## src/rtl/conv_pool_engine.sv

```systemverilog
// rtl/conv_pool_engine.sv - 3x3 convolution with bias/ReLU/saturation into layer 0, then 2x2 max-pool into layer 1
module conv_pool_engine #(
  parameter int XW      = 6,
  parameter int YW      = 6,
  parameter int DW      = 20,
  parameter int FRAC    = 16,
  parameter int POOL_EN = 1,
  parameter int RELU_EN = 1
) (
  input  logic                 i_clk,
  input  logic                 i_reset,
  input  logic                 i_ready,
  output logic                 o_busy,
  input  logic                 i_k_we,
  input  logic [3:0]           i_k_idx,
  input  logic [DW-1:0]        i_k_data,
  output logic [XW+YW-1:0]     o_iaddr,
  input  logic [DW-1:0]        i_idata,
  output logic                 o_crd,
  output logic [XW+YW-1:0]     o_caddr_rd,
  input  logic [DW-1:0]        i_cdata_rd,
  output logic                 o_cwr,
  output logic [XW+YW-1:0]     o_caddr_wr,
  output logic [DW-1:0]        o_cdata_wr,
  output logic [2:0]           o_csel
);

  localparam int AccW = 2*DW + 4;
  localparam logic signed [AccW-1:0] SatHi = {{(AccW-DW+1){1'b0}}, {(DW-1){1'b1}}};
  localparam logic signed [AccW-1:0] SatLo = {{(AccW-DW+1){1'b1}}, {(DW-1){1'b0}}};

  typedef enum logic [2:0] {
    S_IDLE, S_CONV_RD, S_CONV_ACC, S_CONV_WR, S_POOL_RD, S_POOL_CMP, S_POOL_WR, S_DONE
  } state_t;

  state_t r_state, w_next;

  logic [XW-1:0]            r_x;
  logic [YW-1:0]            r_y;
  logic [3:0]               r_tap;
  logic [XW-2:0]            r_px;
  logic [YW-2:0]            r_py;
  logic [1:0]               r_pt;
  logic signed [DW-1:0]     r_w [9];
  logic signed [DW-1:0]     r_bias;
  logic signed [AccW-1:0]   r_acc;
  logic                     r_pv;
  logic [3:0]               r_pidx;
  logic                     r_rv;
  logic                     r_rfirst;
  logic signed [DW-1:0]     r_max;

  logic                     w_last_pix, w_last_pool;
  logic [1:0]               w_row, w_col;
  logic [YW-1:0]            w_ty;
  logic [XW-1:0]            w_tx;
  logic                     w_in_img;
  logic signed [2*DW-1:0]   w_prod;
  logic signed [AccW-1:0]   w_sum, w_shr, w_relu;
  logic [DW-1:0]            w_res;

  assign w_last_pix  = (&r_x) && (&r_y);
  assign w_last_pool = (&r_px) && (&r_py);

  // Tap t maps to kernel row t/3 and column t%3; offsets are row-1, col-1.
  always_comb begin
    w_row    = (r_tap >= 4'd6) ? 2'd2 : (r_tap >= 4'd3) ? 2'd1 : 2'd0;
    w_col    = 2'(r_tap - {2'b00, w_row} * 4'd3);
    w_ty     = r_y + YW'(w_row) - YW'(1'b1);
    w_tx     = r_x + XW'(w_col) - XW'(1'b1);
    w_in_img = !((w_row == 2'd0) && (r_y == '0)) && !((w_row == 2'd2) && (&r_y)) &&
               !((w_col == 2'd0) && (r_x == '0)) && !((w_col == 2'd2) && (&r_x));
  end

  assign w_prod = r_w[r_pidx] * $signed(i_idata);

  always_comb begin
    w_sum  = r_acc + ({{(AccW-DW){r_bias[DW-1]}}, r_bias} << FRAC) + (AccW'(1) << (FRAC-1));
    w_shr  = w_sum >>> FRAC;
    w_relu = ((RELU_EN != 0) && w_shr[AccW-1]) ? '0 : w_shr;
    if (w_relu > SatHi)
      w_res = SatHi[DW-1:0];
    else if (w_relu < SatLo)
      w_res = SatLo[DW-1:0];
    else
      w_res = w_relu[DW-1:0];
  end

  always_ff @(posedge i_clk) begin
    if (!i_reset)
      r_state <= S_IDLE;
    else
      r_state <= w_next;
  end

  always_comb begin
    w_next = r_state;
    case (r_state)
      S_IDLE:     if (i_ready) w_next = S_CONV_RD;
      S_CONV_RD:  if (r_tap == 4'd8) w_next = S_CONV_ACC;
      S_CONV_ACC: w_next = S_CONV_WR;
      S_CONV_WR:  if (w_last_pix) w_next = (POOL_EN != 0) ? S_POOL_RD : S_DONE;
                  else            w_next = S_CONV_RD;
      S_POOL_RD:  if (r_pt == 2'd3) w_next = S_POOL_CMP;
      S_POOL_CMP: w_next = S_POOL_WR;
      S_POOL_WR:  w_next = w_last_pool ? S_DONE : S_POOL_RD;
      S_DONE:     w_next = S_IDLE;
      default:    w_next = S_IDLE;
    endcase
  end

  always_comb begin
    o_busy     = (r_state != S_IDLE);
    o_iaddr    = '0;
    o_crd      = 1'b0;
    o_caddr_rd = '0;
    o_cwr      = 1'b0;
    o_caddr_wr = '0;
    o_cdata_wr = '0;
    o_csel     = 3'b000;
    case (r_state)
      S_CONV_RD: o_iaddr = {w_ty, w_tx};
      S_CONV_WR: begin
        o_cwr      = 1'b1;
        o_csel     = 3'b001;
        o_caddr_wr = {r_y, r_x};
        o_cdata_wr = w_res;
      end
      S_POOL_RD: begin
        o_crd      = 1'b1;
        o_csel     = 3'b001;
        o_caddr_rd = {r_py, r_pt[1], r_px, r_pt[0]};
      end
      S_POOL_WR: begin
        o_cwr      = 1'b1;
        o_csel     = 3'b011;
        o_caddr_wr = {2'b00, r_py, r_px};
        o_cdata_wr = r_max;
      end
      default: ;
    endcase
  end

  // Products land one cycle after their tap address; out-of-image taps never reach the accumulator.
  always_ff @(posedge i_clk) begin
    if (!i_reset) begin
      r_x      <= '0;
      r_y      <= '0;
      r_tap    <= '0;
      r_px     <= '0;
      r_py     <= '0;
      r_pt     <= '0;
      r_bias   <= '0;
      r_acc    <= '0;
      r_pv     <= 1'b0;
      r_pidx   <= '0;
      r_rv     <= 1'b0;
      r_rfirst <= 1'b0;
      r_max    <= '0;
      for (int i = 0; i < 9; i++) r_w[i] <= '0;
    end else begin
      r_pv     <= (r_state == S_CONV_RD) && w_in_img;
      r_pidx   <= r_tap;
      r_rv     <= (r_state == S_POOL_RD);
      r_rfirst <= (r_pt == 2'd0);

      if (r_state == S_CONV_WR)
        r_acc <= '0;
      else if (r_pv)
        r_acc <= r_acc + {{(AccW-2*DW){w_prod[2*DW-1]}}, w_prod};

      if (r_rv && (r_rfirst || ($signed(i_cdata_rd) > r_max)))
        r_max <= i_cdata_rd;

      case (r_state)
        S_IDLE: begin
          if (i_k_we) begin
            for (int i = 0; i < 9; i++)
              if (i_k_idx == 4'(i)) r_w[i] <= i_k_data;
            if (i_k_idx == 4'd9) r_bias <= i_k_data;
          end
          if (i_ready) begin
            r_x   <= '0;
            r_y   <= '0;
            r_tap <= '0;
            r_px  <= '0;
            r_py  <= '0;
            r_pt  <= '0;
            r_acc <= '0;
          end
        end
        S_CONV_RD: r_tap <= (r_tap == 4'd8) ? 4'd0 : r_tap + 4'd1;
        S_CONV_WR: begin
          r_x <= r_x + 1'b1;
          if (&r_x) r_y <= r_y + 1'b1;
        end
        S_POOL_RD: r_pt <= r_pt + 2'd1;
        S_POOL_WR: begin
          r_px <= r_px + 1'b1;
          if (&r_px) r_py <= r_py + 1'b1;
        end
        default: ;
      endcase
    end
  end

endmodule
```

## config.mk

```make
export PLATFORM = sky130hd
export DESIGN_NAME = conv_pool_engine
export DESIGN_NICKNAME = d
export VERILOG_FILES = /design/src/rtl/conv_pool_engine.sv
export SDC_FILE = /design/constraint.sdc
export NUM_CORES = 2
export LEC_CHECK = 0
export ABC_CLOCK_PERIOD_IN_PS = 24400
export CAP_MARGIN = 20
export CELL_PAD_IN_SITES_DETAIL_PLACEMENT = 0
export CELL_PAD_IN_SITES_GLOBAL_PLACEMENT = 2
export CORE_ASPECT_RATIO = 1.1
export CORE_MARGIN = 4
export CORE_UTILIZATION = 44
export DETAILED_ROUTE_END_ITERATION = 12
export HOLD_SLACK_MARGIN = 0.05
export PLACE_DENSITY = 0.86
export SLEW_MARGIN = 20
export SYNTH_ARGS = -nofsm -noshare
export SYNTH_HDL_FRONTEND = slang
export SYNTH_SLANG_ARGS = --single-unit
```

## constraint.sdc

```tcl
create_clock -name i_clk -period 24.4 [get_ports i_clk]
set_input_delay 6.1 -clock i_clk [delete_from_list [all_inputs] [get_ports i_clk]]
set_output_delay 6.1 -clock i_clk [all_outputs]
set_load 0.01 [all_outputs]
```

# Yosys cells after proc, flatten, opt, wreduce, memory -nomap -nowiden
# Memory sizes are Yosys's and may differ from the RTL's. A register that Yosys moved wholly into a read port is not among the register bits.
# Index checks and enable logic that the tools add are counted.
[totals] mem_count=1 in_bits=68 out_inout_bits=62 word_cells=202 ramBits=180 register_bits=118
[op_classes] addsub=14 n_bitwise=9 multipliers=2 order_cmp=5 reduce_logical=42 muxes=91 eq_ne=25
[memory_table] memory="r_w" depth=9 width=20 rd=1 rd_clocked_by_memory_dff=1 write_ports=9 line_no="44" source="logic signed [DW-1:0] r_w [9];"
[op_table] operator="2-to-1 mux 20 bit" count=11
[op_table] operator="2-to-1 mux 44 bit" count=4
[op_table] operator="adder 44 bit" count=2
[op_table] operator="2-to-1 mux 1 bit" count=49
[op_table] operator="adder 44 x 16 -> 44 bit, second input constant" count=1
[op_table] operator="multiplier 20 x 20 -> 40 bit" count=1
[op_table] operator="case mux 20 bit (2 select lines)" count=1
[op_table] operator="< comparator 28 x 20 -> 1 bit, second input constant" count=1
[op_table] operator="greater-than comparator 27 x 19 -> 1 bit, second input constant" count=1
[op_table] operator="2-to-1 mux 27 bit" count=1
[op_table] operator="2-to-1 mux 12 bit" count=2
[op_table] operator="case mux 12 bit (2 select lines)" count=1
[op_table] operator="case mux 3 bit (8 select lines)" count=1
[op_table] operator="case mux 6 bit (2 select lines)" count=2
[op_table] operator="greater-than comparator 20 bit" count=1
[op_table] operator="case mux 5 bit (2 select lines)" count=2
[op_table] operator="equality test 4 x 3 -> 1 bit, second input constant" count=4
[op_table] operator="adder 6 x 1 -> 6 bit, second input constant" count=2
[op_table] operator="adder 6 x 2 -> 6 bit" count=2
[op_table] operator="equality test 3 bit, second input constant" count=4
[op_table] operator="equality test 4 bit, second input constant" count=3
[op_table] operator="logical NOT 6 bit" count=2
[op_table] operator="2-to-1 mux 3 bit" count=4
[op_table] operator="2-to-1 mux 4 bit" count=3
[op_table] operator="34 further kinds" count=83

# Logic depth before layout (Yosys ltp)
[logic_depth] word_depth=11 mapped_depth=44 depth_no_buf=41

# Worst setup path before layout
# Ideal clock, no wire load.
[synth_timing] path_type="input to register" startpoint="in i_idata[5]" endpoint="reg r_acc[43]" required_time_ns=24.329 arrival_time_ns=14.084 n_path_buf=1 setup_slack_ns=10.245 path_stages=29 setup_time_ns=0.071 path_cell_list="clkbuf_1 nand2_1 fa_1 inv_1 fa_1 fa_1 fa_1 fa_1 inv_1 fa_1 fa_1 inv_1 ha_1 a21oi_1 nand2_1 o21ai_0 and3b_1 a221oi_2 o311ai_0 a21oi_1 xnor2_1 ha_1 and3_1 a221o_1 a21oi_1 o31a_1 xnor3_1 or3_1 a21oi_1"
[synth_via] elab_chain_cells=6
[synth_rtl] element="from (decl)" line_no="18" source="input logic [DW-1:0] i_idata,"
[synth_rtl] element="multiplier 20 x 20 -> 40 bit (*)" line_no="75" source="assign w_prod = r_w[r_pidx] * $signed(i_idata);"
[synth_rtl] element="adder 44 bit (*)" line_no="170" source="r_acc <= r_acc + {{(AccW-2*DW){w_prod[2*DW-1]}}, w_prod};"
[synth_rtl] element="2-to-1 mux 44 bit (*)" line_no="169" source="else if (r_pv)"
[synth_rtl] element="2-to-1 mux 44 bit (*)" line_no="167" source="if (r_state == S_CONV_WR)"
[synth_rtl] element="2-to-1 mux 44 bit" line_no="182" source="if (i_ready) begin"
[synth_rtl] element="2-to-1 mux 44 bit (*)" line_no="175" source="case (r_state)"
[synth_rtl] element="to (signal assigned)" line_no="170"
[synth_rtl] element="to (decl)" line_no="46" source="logic signed [AccW-1:0] r_acc;"
# Every way passes the cells marked *; elsewhere a longest branch is shown, timed or not.
# A chain may end at the register's enable or synchronous reset.

# Final worst setup path
[layout_timing] startpoint="in i_idata[10]" endpoint="reg r_acc[36]"
# Same word-level chain as after synthesis.

==> impl_results.md <==
* Outcome: finished clean
* Total grt overflow at 0
* Antenna violations before repair at 0
* Setup-failing EPs final at 0
* Async SR Flop Fraction at 0%
* Max stage delay cell, worst path: clkdlybuf4s50_1
* Gr usage total at 21.81%
* Root Buffer: clkbuf_16
* Longest Clk Path Bufs at 3
* Via density at 5.296
* Required time worst endpoint at 24.77 ns
* Footprint of the multi-input gates at 21950 um2
* RSZ-0062 raised after global routing: no
* Num rows at 104
* CP startpoint kind: primary input
* Drc violations at 0
* Main synth FF type: edfxtp_1
* Register area at 7850 um2
* N_diodes at 0
* Pins Over Slew Limit at 0
* Die Area at 78110 um2
* Final Cycle Share at 64.10%
* I/O Pins at 130
* Measured slew at the worst slew-check pin at 0.9775 ns
* Area Overhead vs Synth at 10.67%
* Buffers on Ports at 128
* Setup TNS at 0 ns
* Worst Setup SP: i_idata[10]
* Slack of the worst reg-to-reg path at 13.07 ns
* Final Util at 49.07%
* Fmax at 63.94 MHz
* DPL Wire Length at 64.87 mm
* Post-synth cell types at 78
* Syn nets at 4059
* Number of flops mapped to enable cells by yosys at 180
* Vias in the first global route at 24.92k
* Clk slew on worst S/H paths at 0.06 ns
* Cell count after synthesis at 3334
* Post-route ant nets at 0
* Starting Density at 44.34%
* Hold Crit Start: r_bias[1]
* WL/cell at 19.03 um
* Core box area at 73130 um2
* Clk_lat worst skew at 0.54 ns
* Yosys reg bits at 302
* Max FO, Critical Path at 20
* Relative slew slack at 34.63%
* CTS H-tree lvls at 2
* Post-Place Cells at 4314
* Vias at 23.17k
* Inserted Clock Buffers at 34
* Worst R2R End: r_acc[36]
* Register area share after synthesis at 24.20%
* Die X at 266.8 um
* Clock sink total at 302
* Cts hold-fix bufs at 0
* Post-CTS setup buffers at 0
* Die height at 292.7 um
* Fin crit period at 15.64 ns
* Final Skew at 0.03261 ns
* Syn avg cell area at 9.726 um2
* Initial drt markers at 1261
* Final hold violation count at 0
* Drt total wl at 83.24 mm
* WHS Endpoint: r_bias[1]
* Critical path class: in -> reg
* Largest net degree at the start of global routing at 84
* Critical path arrival at 16.01 ns
* Critical Path Max Stage Delay at 0.89 ns
* Synth Warn # at 0
* GPL Wtd Cong at 0.8565
* Post-Layout Cell Count at 4375
* Fill cells at 6735
* Share of cells above drive strength 1 at 5.495%
* Worst R2R Path Depth at 37
* DRT Pass-1 Iters at 5
* Cts repair resizes at 0
* TritonCTS clock tree: done
* Most frequent CP cell: fa_1
* Kind of end point of the critical path: flip-flop
* MaxCap Viol Count at 0
* Final net count at 4121
* Mapped cell area at 32430 um2
* Global-route wire length before repair at 137.0 mm
* Hold depth at 2
* Worst min-delay path class: reg -> reg
## metrics by stage
stage | setup WS (ns) | hold slack (ns) | cell area (um2)
after global routing | 7.929 | 0.5066 | 35890
after global placement | 8.481 | 0.4722 | 34730
after CTS | 8.818 | 0.4904 | 35890
after detailed placement | 8.338 | 0.4813 | 34730
after floorplan | 10.25 | 0.4478 | 32430
final | 8.759 | 0.4898 | 35890
## kinds of logic after synthesis
| group | share of synthesized area [%] |
|---|---|
| muxes | 4.908 |
| buffers and inverters | 8.319 |
| and+or+nand+nor | 14.59 |
| other | 0.01156 |
| xor gates and xnor gates | 2.824 |
| AOI/OAI and AO/OA | 9.978 |
| adders and majority gates | 35.17 |
| DFF | 24.20 |
## placed cells by master, fill, tap and decap left out, drive strengths merged, types with 16 or more instances in the layout
cell	n
a211oi	20
a21boi	34
a21o	52
a21oi	138
a22oi	21
and2	217
and3	24
buf	45
clkbuf	39
clkdlybuf4s50	127
dfxtp	122
edfxtp	180
fa	424
ha	233
inv	569
mux2i	69
mux4	40
nand2	332
nand2b	25
nand3	58
nor2	129
nor2b	82
nor3	27
o21a	19
o21ai	126
or3	16
xnor2	79
xor2	23
## cell usage after synthesis, drive strengths merged, types with 15 or more instances
library cell	instances	area [um2]
nand2b	25	156.4
mux2i	69	690.7
and2	217	1358
a211oi	20	175.2
a22oi	21	202.7
and3	24	150.1
dfxtp	122	2442
o21bai	15	112.6
a21oi	138	701.9
o21ai	126	641.9
a21o	52	391.6
or3	16	100.1
xor2	23	201.4
nand2	332	1246
mux4	40	900.9
xnor2	79	691.9
edfxtp	180	5405
nand3	58	290.3
a21boi	34	255.3
fa	424	8488
clkbuf	127	476.7
ha	233	2915
nor2	129	486.7
nor2b	82	513.0
nor3	27	135.1
inv	566	2125
o21a	19	142.6
buf	19	92.59
## layout make-up
cell class | instances | area share [%]
Tap cell | 954 | 3.326
Timing Repair Buffer | 172 | 4.477
Clock inverter | 22 | 0.7879
Sequential cell | 302 | 21.87
Clock buffer | 39 | 2.451
Inverter | 567 | 5.930
Multi-Input combinational cell | 2319 | 61.15
## critical path: cells and delay by family
kind	cells	cell delay, ns
AO/OA/AOI/OAI	11	3.12
adder cells (fa/ha/maj)	9	4.46
buffers and inverters	7	1.27
multiplexers	1	0.18
AND/OR/NAND/NOR	5	0.89
## per-layer routing
layer / share of wire [%] / vias to the layer above / GRT usage, %
met5: 0 / - / 0
met4: 2.9 / 0 / 5.966
met3: 3.7 / 114 / 1.932
met2: 49 / 555 / 37.21
met1: 45 / 11584 / 30.05
li1: - / 10915 / -
## how the worst max path moves through the flow
stage	slack, ns	depth (start not counted)	end
after floorplan	10.25	29	r_acc[43]
after global placement	8.48	33	r_acc[40]
after detailed placement	8.34	33	r_acc[36]
after CTS	8.82	33	r_acc[36]
after global routing	7.93	34	r_acc[36]
final	8.76	33	r_acc[36]
## registers in the layout (all words and copies together) (netlist names), 2 cells and up, named ones only
signal / flops
r_w: 180
r_acc: 44
r_bias: 20
r_max: 20
r_x: 6
r_y: 6
r_px: 5
r_py: 5
r_tap: 4
r_state: 3
r_pt: 2
Power is left out: the tool's default activity adds up to more than one toggle a clock period on the data nets, which glitch-free logic cannot reach.
